<file path="src/rtl/input_debounce_sync.sv">
// -----------------------------------------------------------------------------
// input_debounce_sync
//   Conditions a raw asynchronous pad bus before it reaches the tile's
//   combining logic. Each bit passes through a 2-flop synchroniser and then a
//   stability-counter debouncer. A new synchronised level is accepted only
//   after it has persisted for DB_CYCLES consecutive enabled cycles.
//
//   Build option:
//     INPUT_DEBOUNCE_EDGE_EN  defined   -> registered rise/fall/chg pulses
//                             undefined -> rise/fall/chg tied to 0, no flops
//
// Ports:
//   clk   in   1      system clock, rising edge
//   rst   in   1      synchronous active-high reset
//   ena   in   1      1 = debounce counters run, 0 = counters and q hold
//   din   in   WIDTH  raw asynchronous pad inputs
//   q     out  WIDTH  debounced level (registered)
//   rise  out  WIDTH  one-cycle pulse when a q bit goes 0->1
//   fall  out  WIDTH  one-cycle pulse when a q bit goes 1->0
//   chg   out  1      one-cycle pulse, |(rise|fall)
// -----------------------------------------------------------------------------
module input_debounce_sync #(
  parameter int WIDTH     = 8,
  parameter int DB_CYCLES = 4   // legal range 1..255
) (
  input  logic             clk,
  input  logic             rst,
  input  logic             ena,
  input  logic [WIDTH-1:0] din,
  output logic [WIDTH-1:0] q,
  output logic [WIDTH-1:0] rise,
  output logic [WIDTH-1:0] fall,
  output logic             chg
);

  // Terminal count: a mismatch seen with cnt already at DB_CYCLES-1 is the
  // DB_CYCLES-th consecutive mismatching cycle, so it is accepted.
  localparam logic [7:0] CNT_TC = 8'(DB_CYCLES - 1);

  logic [WIDTH-1:0]      s1;
  logic [WIDTH-1:0]      s2;
  logic [WIDTH-1:0]      q_nxt;
  logic [WIDTH-1:0][7:0] cnt;
  logic [WIDTH-1:0][7:0] cnt_nxt;

  // Synchroniser runs independently of ena.
  always_ff @(posedge clk) begin
    if (rst) begin
      s1 <= '0;
      s2 <= '0;
    end else begin
      s1 <= din;
      s2 <= s1;
    end
  end

  always_comb begin
    q_nxt   = q;
    cnt_nxt = cnt;
    if (ena) begin
      for (int i = 0; i < WIDTH; i++) begin
        if (s2[i] == q[i]) begin
          cnt_nxt[i] = '0;
        end else if (cnt[i] == CNT_TC) begin
          q_nxt[i]   = s2[i];
          cnt_nxt[i] = '0;
        end else begin
          cnt_nxt[i] = cnt[i] + 8'd1;
        end
      end
    end
  end

  always_ff @(posedge clk) begin
    if (rst) begin
      q   <= '0;
      cnt <= '0;
    end else begin
      q   <= q_nxt;
      cnt <= cnt_nxt;
    end
  end

`ifdef INPUT_DEBOUNCE_EDGE_EN
  // Pulses are registered alongside q so they line up with the cycle in
  // which q first shows its new value. q_nxt equals q whenever ena=0, so
  // the pulses are naturally forced low while disabled.
  always_ff @(posedge clk) begin
    if (rst) begin
      rise <= '0;
      fall <= '0;
      chg  <= 1'b0;
    end else begin
      rise <= q_nxt & ~q;
      fall <= ~q_nxt & q;
      chg  <= |(q_nxt ^ q);
    end
  end
`else
  assign rise = '0;
  assign fall = '0;
  assign chg  = 1'b0;
`endif

endmodule
</file>
<file path="config.mk">
export PLATFORM = sky130hd
export DESIGN_NAME = input_debounce_sync
export DESIGN_NICKNAME = d
export VERILOG_FILES = /design/src/rtl/input_debounce_sync.sv
export SDC_FILE = /design/constraint.sdc
export NUM_CORES = 1
export LEC_CHECK = 0
export CAP_MARGIN = 30
export CELL_PAD_IN_SITES_DETAIL_PLACEMENT = 2
export CELL_PAD_IN_SITES_GLOBAL_PLACEMENT = 2
export CORE_ASPECT_RATIO = 0.75
export CORE_UTILIZATION = 32
export CTS_CLUSTER_SIZE = 16
export DETAILED_ROUTE_END_ITERATION = 6
export PLACE_DENSITY_LB_ADDON = 0.05
export SLEW_MARGIN = 20
export SYNTH_ARGS = -nofsm -noshare
export SYNTH_HDL_FRONTEND = slang
export SYNTH_SLANG_ARGS = --single-unit
</file>
<file path="constraint.sdc">
create_clock -name clk -period 1.8 [get_ports clk]
set_input_delay 0.27 -clock clk [delete_from_list [all_inputs] [get_ports clk]]
set_output_delay 0.27 -clock clk [all_outputs]
set_load 0.01 [all_outputs]
</file>
### Word level (Yosys, flattened, before mapping)

Cells that the tools add are included.

| word-level totals | value |
|---|---|
| logic and storage cells | 74 |
| input port bits | 11 |
| bits in registers | 88 |
| output and inout port bits | 25 |

| cells by class | value |
|---|---|
| $add $sub $neg | 8 |
| reductions and logical operators | 8 |
| multiplexer cells | 16 |
| bitwise operators | 8 |
| equal/unequal tests | 16 |

Operators with widths:

| kind | number |
|---|---|
| 2-to-1 mux 8 bit | 16 |
| adder 8 x 1 -> 8 bit (second input constant) | 8 |
| equality test 8 x 2 -> 1 bit (second input constant) | 8 |
| AND reduction 3 bit | 8 |
| equality test 1 bit | 8 |
| NOT 1 bit | 8 |

### Longest topological paths before layout

| logic depth | value |
|---|---|
| word-level depth | 3 |
| gate-level depth with buffers | 6 |
| depth with buffers taken out | 5 |

### Worst setup path after synthesis

OpenSTA, ideal clock, no wires.

| path | value |
|---|---|
| kind | register -> register |
| start point | register cnt[56] (netlist name) |
| end point | register cnt[60] (netlist name) |
| stages on the path, launching flop included | 6 |
| path buffers | 0 |
| required time | 1.683 ns |
| arrival time | 1.626 ns |
| slack | 0.057 ns |
| period minus slack after synthesis | 1.743 ns |
| setup time | 0.117 ns |
| path through | dfxtp_1 -> ha_1 -> or4b_4 -> o211a_4 -> a21o_1 -> a22o_1 |

| between the ends | value |
|---|---|
| cells in the longest elaborated chain, start to end | 3 |
| elaborated cells between the ends (all ways) | 4 |
| classes of those cells | add/sub (1); eq/ne (1); mux (2) |

RTL lines:

| element | RTL line | source |
|---|---|---|
| start, declared | 43 | `logic [WIDTH-1:0][7:0] cnt;` |
| start signal, assigned | 80 | `cnt <= cnt_nxt;` |
| adder 8 x 1 -> 8 bit or equality test 8 x 2 -> 1 bit (tied branches) | 68, 64 |  |
| 2-to-1 mux 8 bit (*) | 64 | `end else if (cnt[i] == CNT_TC) begin` |
| 2-to-1 mux 8 bit (*) | 62 | `if (s2[i] == q[i]) begin` |

Every way passes the cells marked *; elsewhere a longest branch is shown, timed or not.
A chain may end at the register's enable or synchronous reset.

### Worst setup path after layout

| path | value |
|---|---|
| start point | register cnt[57] (netlist name) |
| end point | register cnt[59] (netlist name) |

The elaborated chain is that of the path after synthesis.

==> flow_summary.rst <==
.. list-table::
   :header-rows: 1

   * - Metric
     - Value
   * - MaxCap Viol Count
     - 0
   * - Library cell occupying the most area in the post-synthesis netlist
     - sky130_fd_sc_hd__dfxtp_1
   * - Avg WL per Cell
     - 16.2 um
   * - Period minus WS final
     - 1740 ps
   * - Sw Pwr
     - 907 uW
   * - Average instance area after synthesis
     - 8.97 um^2
   * - Fraction of the mapped netlist area in compound gates
     - 0.155
   * - HP Class
     - in2reg
   * - Standard cell area after detailed placement
     - 4870 um^2
   * - Multiplexer share of the synthesized area
     - 0.0288
   * - Run status
     - finished clean
   * - Final Skew
     - 4.21 ps
   * - RSZ-0062 raised after global routing
     - no
   * - Buffers and inverters on the worst path
     - 1
   * - Die area
     - 13600 um^2
   * - Total CTS buffers
     - 9
   * - Remaining design rule violation count
     - 0
   * - Standby leakage power
     - 0.00197 uW
   * - Post-Layout Inst Area
     - 5200 um^2
   * - Synth Register Bits
     - 88
   * - Total wirelength of the detailed-routed design
     - 11400 um
   * - Synth top area share
     - 0.419
   * - Gr ovfl total
     - 0
   * - Endpoints failing setup
     - 0
   * - Wire length of the first global-routing pass
     - 19400 um
   * - XOR/XNOR share of the synthesized area
     - 0.0583
   * - Final Max Slew Viols
     - 0
   * - Transition at the pin with the smallest max-transition slack
     - 644 ps
   * - Antenna violations before repair
     - 0
   * - Number of placed I/O pins
     - 36
   * - Largest net degree at the start of global routing
     - 33
   * - Cell family with the largest share of critical-path delay
     - simple AND/OR/NAND/NOR gates
   * - Top post-synthesis cells by area
     - sky130_fd_sc_hd__dfxtp_1, sky130_fd_sc_hd__ha_1, sky130_fd_sc_hd__nand3_1
   * - Via count of the first global-routing pass
     - 3944
   * - Clock Path Buffers
     - 2
   * - Layout filler cell count
     - 1384
   * - Hold slack final
     - 422 ps
   * - Relative max-transition margin
     - 0.567
   * - Initial DRC Count
     - 103
   * - Number of buffers added for setup after CTS
     - 0
   * - Net Sw Frac
     - 0.228
   * - TritonCTS clock tree
     - yes
   * - Post-detailed-placement half-perimeter wirelength
     - 8480 um
   * - Aggregate global-route resource usage
     - 0.181
   * - Data required time at the worst endpoint
     - 2030 ps
   * - Number of buffer cells added on primary ports
     - 18
   * - Worst-Skew Late Latency
     - 340 ps
   * - Number of placed cells counting well taps
     - 687
   * - Fin util
     - 0.414
   * - Critical Path Start Type
     - register
   * - Dominant combinational cell family by area after synthesis
     - simple AND/OR/NAND/NOR gates
   * - Simple-gate share of the synthesized area
     - 0.242
   * - Total iterations of the first detailed-routing run
     - 4
   * - Clock Power Share
     - 0.442
   * - Slowest cell on the critical path
     - sky130_fd_sc_hd__or4b_4
   * - Share of final-layout standard cells stronger than drive strength 1
     - 0.168
   * - Final Cycle Share
     - 0.968
   * - Number of buffers inserted for hold repair after clock tree synthesis
     - 0
   * - Last weighted congestion value of the routability-driven placer
     - 0.730
   * - Std-Cell Core Area
     - 12600 um^2
   * - Achievable frequency
     - 574 MHz
   * - Relative contribution of combinational cells to total power
     - 0.060
   * - Total area of multi-input combinational cells
     - 2350 um^2
   * - Netlist area before placement
     - 4210 um^2
   * - Starting density of the core
     - 0.335
   * - Reg clk slew, reported paths
     - 60 ps
   * - Row Count
     - 35
   * - Worst path max stage delay
     - 500 ps
   * - Sequential Power Share
     - 0.499
   * - Commonest register cell after synthesis
     - sky130_fd_sc_hd__dfxtp_1
   * - Routed via count divided by cell count
     - 5.16
   * - Number of vias after detailed routing
     - 3623
   * - VDD IR max
     - 0.427 mV
   * - H-tree depth
     - 3
   * - Die extent in y
     - 101 um
   * - P_int
     - 3070 uW
   * - Final standard cell count with taps included and fillers excluded
     - 702
   * - Register area
     - 1760 um^2
   * - Final antenna diode count
     - 0
   * - Cells along the critical path
     - ha_2 > or4b_4 > o211a_4 > buf_4 > a22o_2
   * - Crit path kind
     - reg2reg
   * - Yosys synthesis warning count
     - 0
   * - Net count of the finished layout
     - 559
   * - Async set or reset register ratio after synthesis
     - 0
   * - Layout Area Growth over Synthesis
     - 23.6%
   * - Crit-path max FO
     - 8
   * - Remaining antenna violation count
     - 0
   * - Sinks on the clock net
     - 88
   * - Pwr/cell area
     - 765 nW/um^2
   * - Hold Vio Cnt, Final
     - 0
   * - Root buf cell
     - sky130_fd_sc_hd__clkbuf_16
   * - Most common cell in the synthesized netlist
     - sky130_fd_sc_hd__dfxtp_1
   * - Most numerous cell types in the synthesized netlist
     - sky130_fd_sc_hd__dfxtp_1, sky130_fd_sc_hd__nand2_1, sky130_fd_sc_hd__nor2_1
   * - Post-synthesis adder-cell area fraction
     - 0.0476
   * - Width of the die
     - 134 um
   * - Number of enable-type register cells in the synthesized netlist
     - 0
   * - Sum of negative setup slack
     - 0 ps
   * - Netlist cell types
     - 48
   * - Sequential element share of the synthesized area
     - 0.419
   * - Endpoint type of the worst setup path
     - register
   * - Gate count after technology mapping
     - 469
   * - Arrival time reported for the critical path endpoint
     - 1970 ps
## power by group through the flow
stage | registers, uW | clock network, uW | logic [uW]
after floorplan | 2030 | 0 | 153
after CTS | 1990 | 1820 | 239
final | 1990 | 1760 | 237
after global routing | 1990 | 1890 | 262
after detailed placement | 2030 | 0 | 238
after global placement | 2030 | 0 | 229
## final timing paths
check	slack, ps	cells past startpoint	endpoint	start
setup / recovery	60	5	cnt[59]	cnt[57]
hold / removal	420	3	q[5]	rst
setup reg to reg	60	5	cnt[59]	cnt[57]
hold reg to reg	440	1	s2[1]	s1[1]
## worst register-to-register path, delay by kind of cell (launching register included)
kind            cells  cell delay [ps]
simple gates        1              500
fa+ha+maj           1              170
buf+inv             1              140
compound gates      2              490
flops               1              330
## layer usage
metal | vias to the layer above | wire (um) | track usage
li1 | 1787 | - | -
met2 | 40 | 5460 | 0.315
met1 | 1779 | 5500 | 0.226
met3 | 17 | 237 | 0.0330
met5 | - | 0 | 0
met4 | 0 | 194 | 0.0622
## sequential cells by signal, indices dropped and copies added (netlist names)
name	flops
cnt	64
q	8
s1	8
s2	8
## per-stage QoR
step | setup WS (ps) | total power, uW
floorplan | 56.8 | 2180
global placement | -161 | 2260
detailed placement | -269 | 2270
CTS | 20.1 | 4050
global route | 1.47 | 4140
finish | 58.2 | 3980
## area by class of cell
cell class | count | share of cell area
Sequential cell | 88 | 0.339
Multi-Input combinational cell | 361 | 0.452
Tap cell | 166 | 0.0400
Inverter | 1 | 0.000722
Clock buffer | 12 | 0.0493
Clock inverter | 3 | 0.00337
Timing Repair Buffer | 71 | 0.115
## cell families (layout without fill, tap and decap cells)
kind of cell | after synthesis | after routing
flip-flops | 88 | 88
AND/OR/NAND/NOR | 197 | 197
adder cells (fa/ha/maj) | 16 | 16
AO/OA/AOI/OAI | 91 | 91
multiplexers | 12 | 12
XOR/XNOR | 28 | 28
other | 1 | 17
buffers and inverters | 36 | 87
## what timing repair did
action,4_1_cts,5_1_grt
endpoints found under the setup margin,8,26
resized for setup,1,10
pin swaps,0,1
## cell usage in the layout, fill, tap and decap left out, types with 9 or more instances in the layout
cell / synthesis / final
sky130_fd_sc_hd__nand3_1: 40 / 40
sky130_fd_sc_hd__buf_4: 17 / 51
sky130_fd_sc_hd__mux2i_1: 11 / 11
sky130_fd_sc_hd__nor2_1: 42 / 41
sky130_fd_sc_hd__ha_1: 16 / 15
sky130_fd_sc_hd__nand4_1: 9 / 9
sky130_fd_sc_hd__nor3_1: 11 / 10
sky130_fd_sc_hd__conb_1: 1 / 17
sky130_fd_sc_hd__a41oi_1: 10 / 10
sky130_fd_sc_hd__and3_1: 10 / 10
sky130_fd_sc_hd__a21oi_1: 20 / 19
sky130_fd_sc_hd__dfxtp_1: 88 / 87
sky130_fd_sc_hd__nor2b_1: 17 / 17
sky130_fd_sc_hd__nand2_1: 42 / 41
sky130_fd_sc_hd__a22o_1: 9 / 9
sky130_fd_sc_hd__clkbuf_16: 0 / 9
sky130_fd_sc_hd__clkdlybuf4s50_1: 0 / 17
sky130_fd_sc_hd__a31oi_1: 22 / 22
sky130_fd_sc_hd__xnor2_1: 21 / 21
(Power assumes the default switching activity.)
